## src/rtl/peripheral_wb_pkg.sv

```systemverilog
// Shared Wishbone arbiter types: FSM state encoding, cycle/burst type codes,
// and an index-width helper that stays legal for a single master.
package peripheral_wb_pkg;

  typedef enum logic {
    ARB_IDLE  = 1'b0,
    ARB_GRANT = 1'b1
  } arb_state_e;

  localparam logic [2:0] CTI_CLASSIC = 3'b000;
  localparam logic [2:0] CTI_CONST   = 3'b001;
  localparam logic [2:0] CTI_INCR    = 3'b010;
  localparam logic [2:0] CTI_EOB     = 3'b111;

  localparam logic [1:0] BTE_LINEAR  = 2'b00;
  localparam logic [1:0] BTE_WRAP4   = 2'b01;
  localparam logic [1:0] BTE_WRAP8   = 2'b10;
  localparam logic [1:0] BTE_WRAP16  = 2'b11;

  function automatic int idx_width(input int n);
    return (n > 1) ? $clog2(n) : 1;
  endfunction

endpackage

```

## src/rtl/peripheral_arbiter_rr_wb.sv

```systemverilog
// Combinational round-robin picker: first requester after 'last', wrapping,
// with 'last' itself considered only after every other master.
module peripheral_arbiter_rr_wb
  import peripheral_wb_pkg::*;
#(
  parameter int NUM_MASTERS = 2,
  localparam int GW = idx_width(NUM_MASTERS)
) (
  input  logic [NUM_MASTERS-1:0] req,
  input  logic [GW-1:0]          last,
  output logic [GW-1:0]          grant,
  output logic                   valid
);

  always_comb begin
    int          idx;
    logic [GW-1:0] cand;
    idx   = 0;
    cand  = '0;
    grant = '0;
    valid = 1'b0;
    for (int k = 1; k <= NUM_MASTERS; k++) begin
      idx  = (int'(last) + k) % NUM_MASTERS;
      cand = GW'(idx);
      if (!valid && req[cand]) begin
        valid = 1'b1;
        grant = cand;
      end
    end
  end

endmodule

```

## src/rtl/peripheral_arbiter_wb.sv

```systemverilog
// Wishbone N:1 arbiter: round-robin grant held for the whole cyc, with a
// slave no-response watchdog that terminates a stuck beat with err.
//
//   state     | meaning
//   ARB_IDLE  | no owner; downstream port quiet, arbitrating on wbm_cyc_i
//   ARB_GRANT | grant_q owns the slave port until its cyc drops
module peripheral_arbiter_wb
  import peripheral_wb_pkg::*;
#(
  parameter int NUM_MASTERS = 2,
  parameter int AW          = 32,
  parameter int DW          = 32,
  parameter int TIMEOUT     = 256
) (
  input  logic                            wb_clk_i,
  input  logic                            wb_rst_ni,
  input  logic [NUM_MASTERS-1:0][AW-1:0]  wbm_adr_i,
  input  logic [NUM_MASTERS-1:0][DW-1:0]  wbm_dat_i,
  input  logic [NUM_MASTERS-1:0][3:0]     wbm_sel_i,
  input  logic [NUM_MASTERS-1:0][2:0]     wbm_cti_i,
  input  logic [NUM_MASTERS-1:0][1:0]     wbm_bte_i,
  input  logic [NUM_MASTERS-1:0]          wbm_we_i,
  input  logic [NUM_MASTERS-1:0]          wbm_cyc_i,
  input  logic [NUM_MASTERS-1:0]          wbm_stb_i,
  output logic [NUM_MASTERS-1:0][DW-1:0]  wbm_dat_o,
  output logic [NUM_MASTERS-1:0]          wbm_ack_o,
  output logic [NUM_MASTERS-1:0]          wbm_err_o,
  output logic [NUM_MASTERS-1:0]          wbm_rty_o,
  output logic [AW-1:0]                   wbs_adr_o,
  output logic [DW-1:0]                   wbs_dat_o,
  output logic [3:0]                      wbs_sel_o,
  output logic                            wbs_we_o,
  output logic                            wbs_cyc_o,
  output logic                            wbs_stb_o,
  output logic [2:0]                      wbs_cti_o,
  output logic [1:0]                      wbs_bte_o,
  input  logic [DW-1:0]                   wbs_dat_i,
  input  logic                            wbs_ack_i,
  input  logic                            wbs_err_i,
  input  logic                            wbs_rty_i
);

  localparam int GW = idx_width(NUM_MASTERS);
  localparam int CW = (TIMEOUT > 1) ? $clog2(TIMEOUT) : 1;
  localparam logic [CW-1:0] TC = (TIMEOUT > 0) ? CW'(TIMEOUT - 1) : '0;

  arb_state_e    state_q, state_d;
  logic [GW-1:0] grant_q, grant_d;
  logic [GW-1:0] last_q, last_d;
  logic [CW-1:0] cnt_q, cnt_d;
  logic [GW-1:0] rr_grant;
  logic          rr_valid;
  logic          g_cyc, g_stb, resp, timeout_hit;

  peripheral_arbiter_rr_wb #(.NUM_MASTERS(NUM_MASTERS)) u_rr (
    .req   (wbm_cyc_i),
    .last  (last_q),
    .grant (rr_grant),
    .valid (rr_valid)
  );

  // last resets to the top index so master 0 wins the first arbitration
  always_ff @(posedge wb_clk_i or negedge wb_rst_ni) begin
    if (!wb_rst_ni) begin
      state_q <= ARB_IDLE;
      grant_q <= '0;
      last_q  <= GW'(NUM_MASTERS - 1);
      cnt_q   <= '0;
    end else begin
      state_q <= state_d;
      grant_q <= grant_d;
      last_q  <= last_d;
      cnt_q   <= cnt_d;
    end
  end

  always_comb begin
    state_d     = state_q;
    grant_d     = grant_q;
    last_d      = last_q;
    cnt_d       = '0;
    timeout_hit = 1'b0;
    g_cyc       = wbm_cyc_i[grant_q];
    g_stb       = wbm_stb_i[grant_q];
    resp        = wbs_ack_i | wbs_err_i | wbs_rty_i;
    wbs_adr_o   = '0;
    wbs_dat_o   = '0;
    wbs_sel_o   = '0;
    wbs_we_o    = 1'b0;
    wbs_cyc_o   = 1'b0;
    wbs_stb_o   = 1'b0;
    wbs_cti_o   = '0;
    wbs_bte_o   = '0;
    wbm_ack_o   = '0;
    wbm_err_o   = '0;
    wbm_rty_o   = '0;
    for (int m = 0; m < NUM_MASTERS; m++) begin
      wbm_dat_o[m] = wb_rst_ni ? wbs_dat_i : '0;
    end

    case (state_q)
      ARB_IDLE: begin
        if (rr_valid) begin
          grant_d = rr_grant;
          state_d = ARB_GRANT;
        end
      end
      ARB_GRANT: begin
        if (!g_cyc) begin
          state_d = ARB_IDLE;
          last_d  = grant_q;
        end else begin
          if ((TIMEOUT > 0) && g_stb && !resp) begin
            if (cnt_q == TC) timeout_hit = 1'b1;
            else             cnt_d = cnt_q + CW'(1);
          end
          wbs_adr_o          = wbm_adr_i[grant_q];
          wbs_dat_o          = wbm_dat_i[grant_q];
          wbs_sel_o          = wbm_sel_i[grant_q];
          wbs_we_o           = wbm_we_i[grant_q];
          wbs_cti_o          = wbm_cti_i[grant_q];
          wbs_bte_o          = wbm_bte_i[grant_q];
          wbs_cyc_o          = 1'b1;
          wbs_stb_o          = g_stb & ~timeout_hit;
          wbm_ack_o[grant_q] = wbs_ack_i;
          wbm_err_o[grant_q] = wbs_err_i | timeout_hit;
          wbm_rty_o[grant_q] = wbs_rty_i;
        end
      end
      default: state_d = ARB_IDLE;
    endcase
  end

endmodule

```

## config.mk

```make
export PLATFORM = sky130hd
export DESIGN_NAME = peripheral_arbiter_wb
export DESIGN_NICKNAME = d
export VERILOG_FILES = /design/src/rtl/peripheral_wb_pkg.sv /design/src/rtl/peripheral_arbiter_rr_wb.sv /design/src/rtl/peripheral_arbiter_wb.sv
export SDC_FILE = /design/constraint.sdc
export NUM_CORES = 1
export LEC_CHECK = 0
export BUFFER_PORTS_ARGS = -buffer_cell sky130_fd_sc_hd__buf_4
export CAP_MARGIN = 20
export CORE_AREA = 2 2 129 131
export DETAILED_ROUTE_END_ITERATION = 8
export DIE_AREA = 0 0 131 133
export PLACE_DENSITY = 0.52
export RECOVER_POWER = 25
export SLEW_MARGIN = 15
export SYNTH_ARGS = -nofsm -noshare
export SYNTH_HDL_FRONTEND = slang
export SYNTH_SLANG_ARGS = --single-unit
```

## constraint.sdc

```tcl
create_clock -name wb_clk_i -period 3.15 [get_ports wb_clk_i]
set_input_delay 0.1575 -clock wb_clk_i [delete_from_list [all_inputs] [get_ports wb_clk_i]]
set_output_delay 0.1575 -clock wb_clk_i [all_outputs]
set_load 0.1 [all_outputs]
```

* Word-level counts from Yosys, hierarchy flattened
Cells that the tools add are included.
Storage, ports and cells: input port bits 189, output and inout port bits 146, register bits 11, word-level logic and storage cells 88
Operators by class: order comparisons 4, bitwise logic cells 10, equality and inequality tests 1, add/sub/neg operators 3, reduce and logical (&&, ||, !) cells 7, muxes and demuxes 59
Operator list (number):
- $mux W32 | 9
- $mux W8 | 4
- $mux W1 | 26
- $mux W2 | 10
- $mux W4 | 4
- $mux W3 | 4
- $add A8 B1 Y8 const B | 1
- $eq A8 B8 Y1 const B | 1
- $and A2 B2 Y2 | 3
- $lt A1 B2 Y1 const B | 3
- $reduce_and A2 Y1 | 2
- $logic_and A1 B1 Y1 | 3
- $not A1 Y1 | 3
- $or A1 B1 Y1 | 3
- $add A1 B1 Y1 const B | 2
- $logic_not A1 Y1 | 2
- $pmux W1 S2 | 1
- $and A1 B1 Y1 | 1
- $demux W1 S1 | 1
- $ge A1 B1 Y1 const B | 1

* Depth between registers and ports, before layout
word-level depth 11, mapped depth 6, depth with buffers taken out 4

* Hierarchy
A second synthesis with hierarchy kept.
Unflattened totals: cell total of the unflattened synthesis 300, area, all modules 2253.4 um^2
Modules (own cells, without submodules):
- peripheral_arbiter_wb | sequential area each 276.5 um^2, times used 1, area an instance 2239.6 um^2, cells each 298
- peripheral_arbiter_rr_wb | sequential area each 0.0 um^2, times used 1, area an instance 13.8 um^2, cells each 2

* Worst setup path before layout
Ideal clock, no wire load.
path kind register to output, start point register cnt_q[0], end point output wbs_stb_o, data required time 2.992 ns, arrival time 3.288 ns, cell stages (with the launch flop) 6, slack -0.296 ns, buffers on the path 1, cell sequence dfrtp_1 ha_1 and4_1 and2_1 clkbuf_1 a211oi_1
Between the ends: longest elaborated chain between the ends 9
Ends and longest elaborated chain:
- start: declaration | RTL line peripheral_arbiter_wb.sv:50 | logic [CW-1:0] cnt_q, cnt_d;
- start signal: assignment | RTL line peripheral_arbiter_wb.sv:73 | cnt_q <= cnt_d;
- $eq A8 B8 Y1 | RTL line peripheral_arbiter_wb.sv:114 | if (cnt_q == TC) timeout_hit = 1'b1;
- $mux W1 | RTL line peripheral_arbiter_wb.sv:114
- $mux W1 | RTL line peripheral_arbiter_wb.sv:113 | if ((TIMEOUT > 0) && g_stb && !resp) begin
- $mux W1 | RTL line peripheral_arbiter_wb.sv:109 | if (!g_cyc) begin
- $mux W1 | RTL line peripheral_arbiter_wb.sv:101 | case (state_q)
- $not A1 Y1 | RTL line peripheral_arbiter_wb.sv:124 | wbs_stb_o = g_stb & ~timeout_hit;
- $and A1 B1 Y1 | RTL line peripheral_arbiter_wb.sv:124
- $mux W1 | RTL line peripheral_arbiter_wb.sv:109
- $mux W1 | RTL line peripheral_arbiter_wb.sv:101
- end: declaration | RTL line peripheral_arbiter_wb.sv:34 | output logic wbs_stb_o,
Every way passes these cells. The select of a mux whose other input is x is not followed.

==> results <==
- The flow ran to the end, and the final reports show no timing, DRC or antenna violations.
- IR analysis of the VDD net gives a maximum drop of 430.8 µV.
- The startpoint type of the worst setup path is an input pin.
- The minimum setup slack among reg-to-reg paths is 1.67 ns.
- The worst pin sits at a relative slew slack of 20.62%.
- The final routed wire length divided by cell count is 13.17 µm.
- The startpoint identified for the worst register-to-register timing path is grant_q.
- The peak per-stage delay on the critical path is 0.88 ns.
- The clock network accounts for 5.4% of the total power.
- The mux contribution to synthesized area is 34.81%.
- Buffers inserted during clock tree synthesis total 3.
- For this run, the register share of the synthesized area comes to 12.55%.
- By area, the combinational part of the netlist is dominated by multiplexers.
- The startpoint of the lowest-slack hold path is wbm_cyc_i[1].
- Final hold analysis gives a worst-case slack of 0.2335 ns.
- After floorplanning, the core was divided into 47 placement rows.
- In the global route stage, met2 resource usage came out at 19.40%.
- The parity-gate share of the synthesized area counting xor and xnor cells is under 10%.
- The met3 track demand over resource in global routing is under 10%.
- The total global routing track utilization is 11.03%.
- The number of setup violations in the final report is 0.
- The clock passes through at most 2 buffers.
- After clock tree synthesis, the clock-pin slew on the worst setup and hold paths is 0.04 ns.
- The net switching power of the design is 2.992 mW.
- The cell taking the most area after synthesis is sky130_fd_sc_hd__mux2i_1.
- At the worst endpoint, the required time is 2.99 ns.
- The power consumption is 4.256 mW.
- The final setup skew is between 0.0015 and 0.002 ns.
- Power spread over the standard cell area amounts to a little over 900 nW/µm².
- In the global route stage, met1 resource usage came out at between 10% and 20%.
- The count of TritonRoute iterations in the first routing pass is 6.
- The number of unique standard cell types used by synthesis is 32.
- The number of maximum-capacitance constraint violations is 0.
- The effective utilization at floorplan is between 10% and 20%.
- The root buffer cell is sky130_fd_sc_hd__clkbuf_16.
- The area fraction in compound gates after synthesis is about 4.0%.
- Traced cell by cell, the critical path runs through dlygate4sd3_1, buf_4, and2_1, clkbuf_1.
- The cell family contributing the most delay on the critical path is buffers and inverters.
- The H-tree depth is 1.
- The hold violation count in the final report came to 0.
- The number of resized instances in the post-cts repair step is 0.
- The critical path starts at wb_rst_ni.
- The initial antenna violation count is 0.
- Clock latency on the worst-skew pair, taken at its later pin, is 0.23 ns.
- TritonCTS built the clock tree.
- The final global-route overflow total is 0.
- Once detailed placement completed, the half-perimeter wirelength came to 9072 µm.
- In this run the tool buffered the top-level ports with 334 buffer cells.
- The post-synthesis share of cell area spent on and, or, nand and nor gates is just under 30%.
- The critical-path maximum fanout is 43.
- Of the total synthesized cell area, the portion taken by full adders, half adders and majority gates is 0.5679%.
- Cell internal power was estimated by the tool at 1.264 mW.
- In this run the worst hold path is classified as input pin to flop.
- The endpoint kind of the worst setup timing path is an output pin.
- The number of ports placed on the die boundary is 335.
- The total number of yosys warnings is 0.
- The part of the power in combinational logic is 90.2%.
- The analysis attributes to cell leakage a power of between 2 and 3 nW.
- From synthesis to final layout, the design area changed by 113.1%.
- Counting I/O delays and the setup requirement, the final critical path takes 2.277 ns.
- The proportion of total power due to net switching is a little over two thirds.
- The endpoint identified for the worst register-to-register timing path is cnt_q[5].
- The total number of nets in the final design is about 780.
- The final instance area is approximately 4700 µm².
- The average vias per placed instance is 3.799.
- The transition at the pin with the smallest max-transition slack is 1.196 ns.
- The average cell area after synthesis is roughly 7.3 µm².
- The via total after detailed routing is 3085.
- The number of max-slew violations in the final report is 0.
- The placed instances occupy a cell area of between 4000 and 5000 µm².
- Setup repair after global routing left no endpoint under its margin.
- The last weighted congestion value of the routability-driven placer is 0.7276.
- The fraction of post-synthesis cell area in the top cell type by area is 33.62%.
- The core occupancy in the finished layout is 29.04%.
- The period utilization is 72.29%.
- The total negative slack for setup checks is 0 ns.
- The routed design has 10690 µm of wire.
- The count of nets left with antenna violations once routing finished came out at 0.
- The full die area is roughly 17000 µm².
- The core region is 16170 µm².
- Yosys attributes the largest share of cell area to sky130_fd_sc_hd__mux2i_1, sky130_fd_sc_hd__nor2_1, sky130_fd_sc_hd__buf_4, sky130_fd_sc_hd__dfrtp_1, sky130_fd_sc_hd__and2_1.
- The highest clock frequency the design can meet is between 400 and 500 MHz.
- The fraction of layout cells with a size suffix above 1 is between 50% and 60%.
- The count of buffer and inverter cells on the critical path is 3.
- For the worst setup path, the data arrival time is 2.12 ns.
- Entering global routing, the biggest net connects 50 pins.
- The number of global-route vias before repair came to 2911.
- Measured along the y axis, the die boundary spans 133 µm.
- After clock tree synthesis, the flow added hold-fix buffers numbering 1.
- The proportion of power drawn by flip-flops and latches is 4.5%.
- The total standard cell area after synthesis is 2203 µm².
- The CTS sink count is 11.
- The hold-critical path endpoint is grant_q.
- The gate count after technology mapping is 302.
- The wire length of the first global-routing pass is ~15000 µm.
- The number of diodes is 0.
- The width of the die is between 100 and 150 µm.
- Counting every net in the synthesized netlist gives slightly below 500.
- After the first detailed-routing iteration, the DRC count stood at 116.
- The setup fix buffers added after clock tree synthesis is 0.
- The worst setup path is of the input pin to output pin kind.
- In this run, synthesis produced a sequential element count of 11.
- The worst hold path was traced through 2 stages.
- The library cell contributing the largest single delay on the critical path is sky130_fd_sc_hd__clkbuf_1.
- In the routed design, unresolved DRC markers number 0.
- The global routing stage identified its most utilized layer as met2.
- The worst register-to-register path has a depth of 3.
==> cells by family (layout without fill, tap and decap cells) <==
logic type               after synthesis  after routing
flip-flops                            11             11
adder cells (fa/ha/maj)                1              1
AO/OA/AOI/OAI                         14             14
buffers and inverters                 61            351
multiplexers                          76             76
AND/OR/NAND/NOR                      136            136
XOR/XNOR                               3              3
==> worst max path at each step <==
stage                          endpoint  slack, ns  depth (start not counted)
after floorplan            wbm_err_o[0]      0.008                          4
after global placement     wbs_sel_o[3]       1.16                          5
after detailed placement  wbs_dat_o[13]       1.14                          5
after CTS                 wbs_dat_o[13]       0.89                          5
after global routing      wbm_dat_o[60]       0.73                          4
final                     wbm_dat_o[61]       0.87                          4
==> cell type report <==
| cell class | instances | area, µm² |
|---|---|---|
| fill | 1768 | 11480 |
| timing repair buffer | 339 | 2497 |
| clock buffer | 4 | 78.83 |
| sequential | 11 | 280.3 |
| inverter | 8 | 30.03 |
| multi-input combinational | 230 | 1534 |
| tap | 220 | 275.3 |
==> per-stage QoR <==
step                      worst slack, ns  cells
final                              0.8730    812
after global routing               0.7324    812
after floorplan                  0.007787    302
after global placement              1.160    807
after detailed placement            1.145    807
after CTS                          0.8881    812
==> synthesized netlist by cell type <==
library cell,instances
sky130_fd_sc_hd__buf_6,1
sky130_fd_sc_hd__nand2_2,1
sky130_fd_sc_hd__nand4_2,1
sky130_fd_sc_hd__clkbuf_1,4
sky130_fd_sc_hd__and3_1,1
sky130_fd_sc_hd__xor2_1,2
sky130_fd_sc_hd__nand3_1,4
sky130_fd_sc_hd__mux2_2,1
sky130_fd_sc_hd__nand4_1,1
sky130_fd_sc_hd__a31oi_1,1
sky130_fd_sc_hd__nor3_1,7
sky130_fd_sc_hd__buf_4,38
sky130_fd_sc_hd__dfstp_2,1
sky130_fd_sc_hd__a21oi_1,3
sky130_fd_sc_hd__a211oi_1,3
sky130_fd_sc_hd__a41oi_1,1
sky130_fd_sc_hd__mux2_4,1
sky130_fd_sc_hd__mux2i_1,74
sky130_fd_sc_hd__nand2_1,4
sky130_fd_sc_hd__or3_1,3
sky130_fd_sc_hd__nor2_1,78
sky130_fd_sc_hd__nand2b_1,1
sky130_fd_sc_hd__o21ai_0,5
sky130_fd_sc_hd__and4_1,1
sky130_fd_sc_hd__a32o_1,1
sky130_fd_sc_hd__and2_1,33
sky130_fd_sc_hd__dfrtp_1,10
sky130_fd_sc_hd__nor3b_1,1
sky130_fd_sc_hd__inv_1,8
sky130_fd_sc_hd__ha_1,1
sky130_fd_sc_hd__buf_2,10
sky130_fd_sc_hd__xnor2_1,1
==> sequential cells by signal, summed over array words and instances, names as in the netlist <==
| name | cells |
|---|---|
| cnt_q | 8 |
| grant_q | 1 |
| last_q | 1 |
| state_q | 1 |
==> cells in the final DEF (no fill, tap or decap) <==
| cell type | Yosys | layout |
|---|---|---|
| sky130_fd_sc_hd__dfrtp_1 | 10 | 9 |
| sky130_fd_sc_hd__and2_1 | 33 | 33 |
| sky130_fd_sc_hd__nand2b_1 | 1 | 1 |
| sky130_fd_sc_hd__nor3_1 | 7 | 7 |
| sky130_fd_sc_hd__dfstp_2 | 1 | 1 |
| sky130_fd_sc_hd__inv_1 | 8 | 8 |
| sky130_fd_sc_hd__nand3_1 | 4 | 4 |
| sky130_fd_sc_hd__or3_1 | 3 | 3 |
| sky130_fd_sc_hd__dlygate4sd3_1 | 0 | 1 |
| sky130_fd_sc_hd__buf_12 | 0 | 2 |
| sky130_fd_sc_hd__mux2_4 | 1 | 1 |
| sky130_fd_sc_hd__a211oi_1 | 3 | 2 |
| sky130_fd_sc_hd__and4_1 | 1 | 1 |
| sky130_fd_sc_hd__dfrtp_4 | 0 | 1 |
| sky130_fd_sc_hd__nor3b_1 | 1 | 1 |
| sky130_fd_sc_hd__o21ai_0 | 5 | 5 |
| sky130_fd_sc_hd__ha_1 | 1 | 1 |
| sky130_fd_sc_hd__a32o_1 | 1 | 1 |
| sky130_fd_sc_hd__mux2_1 | 0 | 1 |
| sky130_fd_sc_hd__nand2_2 | 1 | 1 |
| sky130_fd_sc_hd__a31oi_1 | 1 | 1 |
| sky130_fd_sc_hd__xnor2_1 | 1 | 1 |
| sky130_fd_sc_hd__mux2i_1 | 74 | 74 |
| sky130_fd_sc_hd__buf_4 | 38 | 316 |
| sky130_fd_sc_hd__a41oi_1 | 1 | 1 |
| sky130_fd_sc_hd__a211oi_2 | 0 | 1 |
| sky130_fd_sc_hd__and3_1 | 1 | 1 |
| sky130_fd_sc_hd__xor2_1 | 2 | 2 |
| sky130_fd_sc_hd__nand4_1 | 1 | 2 |
| sky130_fd_sc_hd__clkbuf_1 | 4 | 21 |
| sky130_fd_sc_hd__clkbuf_16 | 0 | 3 |
| sky130_fd_sc_hd__nand2_1 | 4 | 4 |
| sky130_fd_sc_hd__nor2_1 | 78 | 78 |
| sky130_fd_sc_hd__a21oi_1 | 3 | 3 |
==> power by group through the flow <==
stage | clock, mW | sequential, mW | combinational (mW)
2_1_floorplan | 0 | 0.176 | 3.13
3_3_place_gp | 0 | 0.191 | 3.88
3_5_place_dp | 0 | 0.194 | 3.87
4_1_cts | 0.234 | 0.192 | 3.88
5_1_grt | 0.247 | 0.196 | 3.99
6_report | 0.228 | 0.190 | 3.84
==> routing by layer <==
layer | wire length (µm) | share of wire [%] | up-vias
li1 | - | - | 1558
met1 | 4477 | 42 | 1339
met2 | 5248 | 49 | 184
met3 | 902 | 8.4 | 4
met4 | 64 | 0.60 | 0
met5 | 0 | 0 | -
No activity file was read; power rests on OpenSTA's default activity.
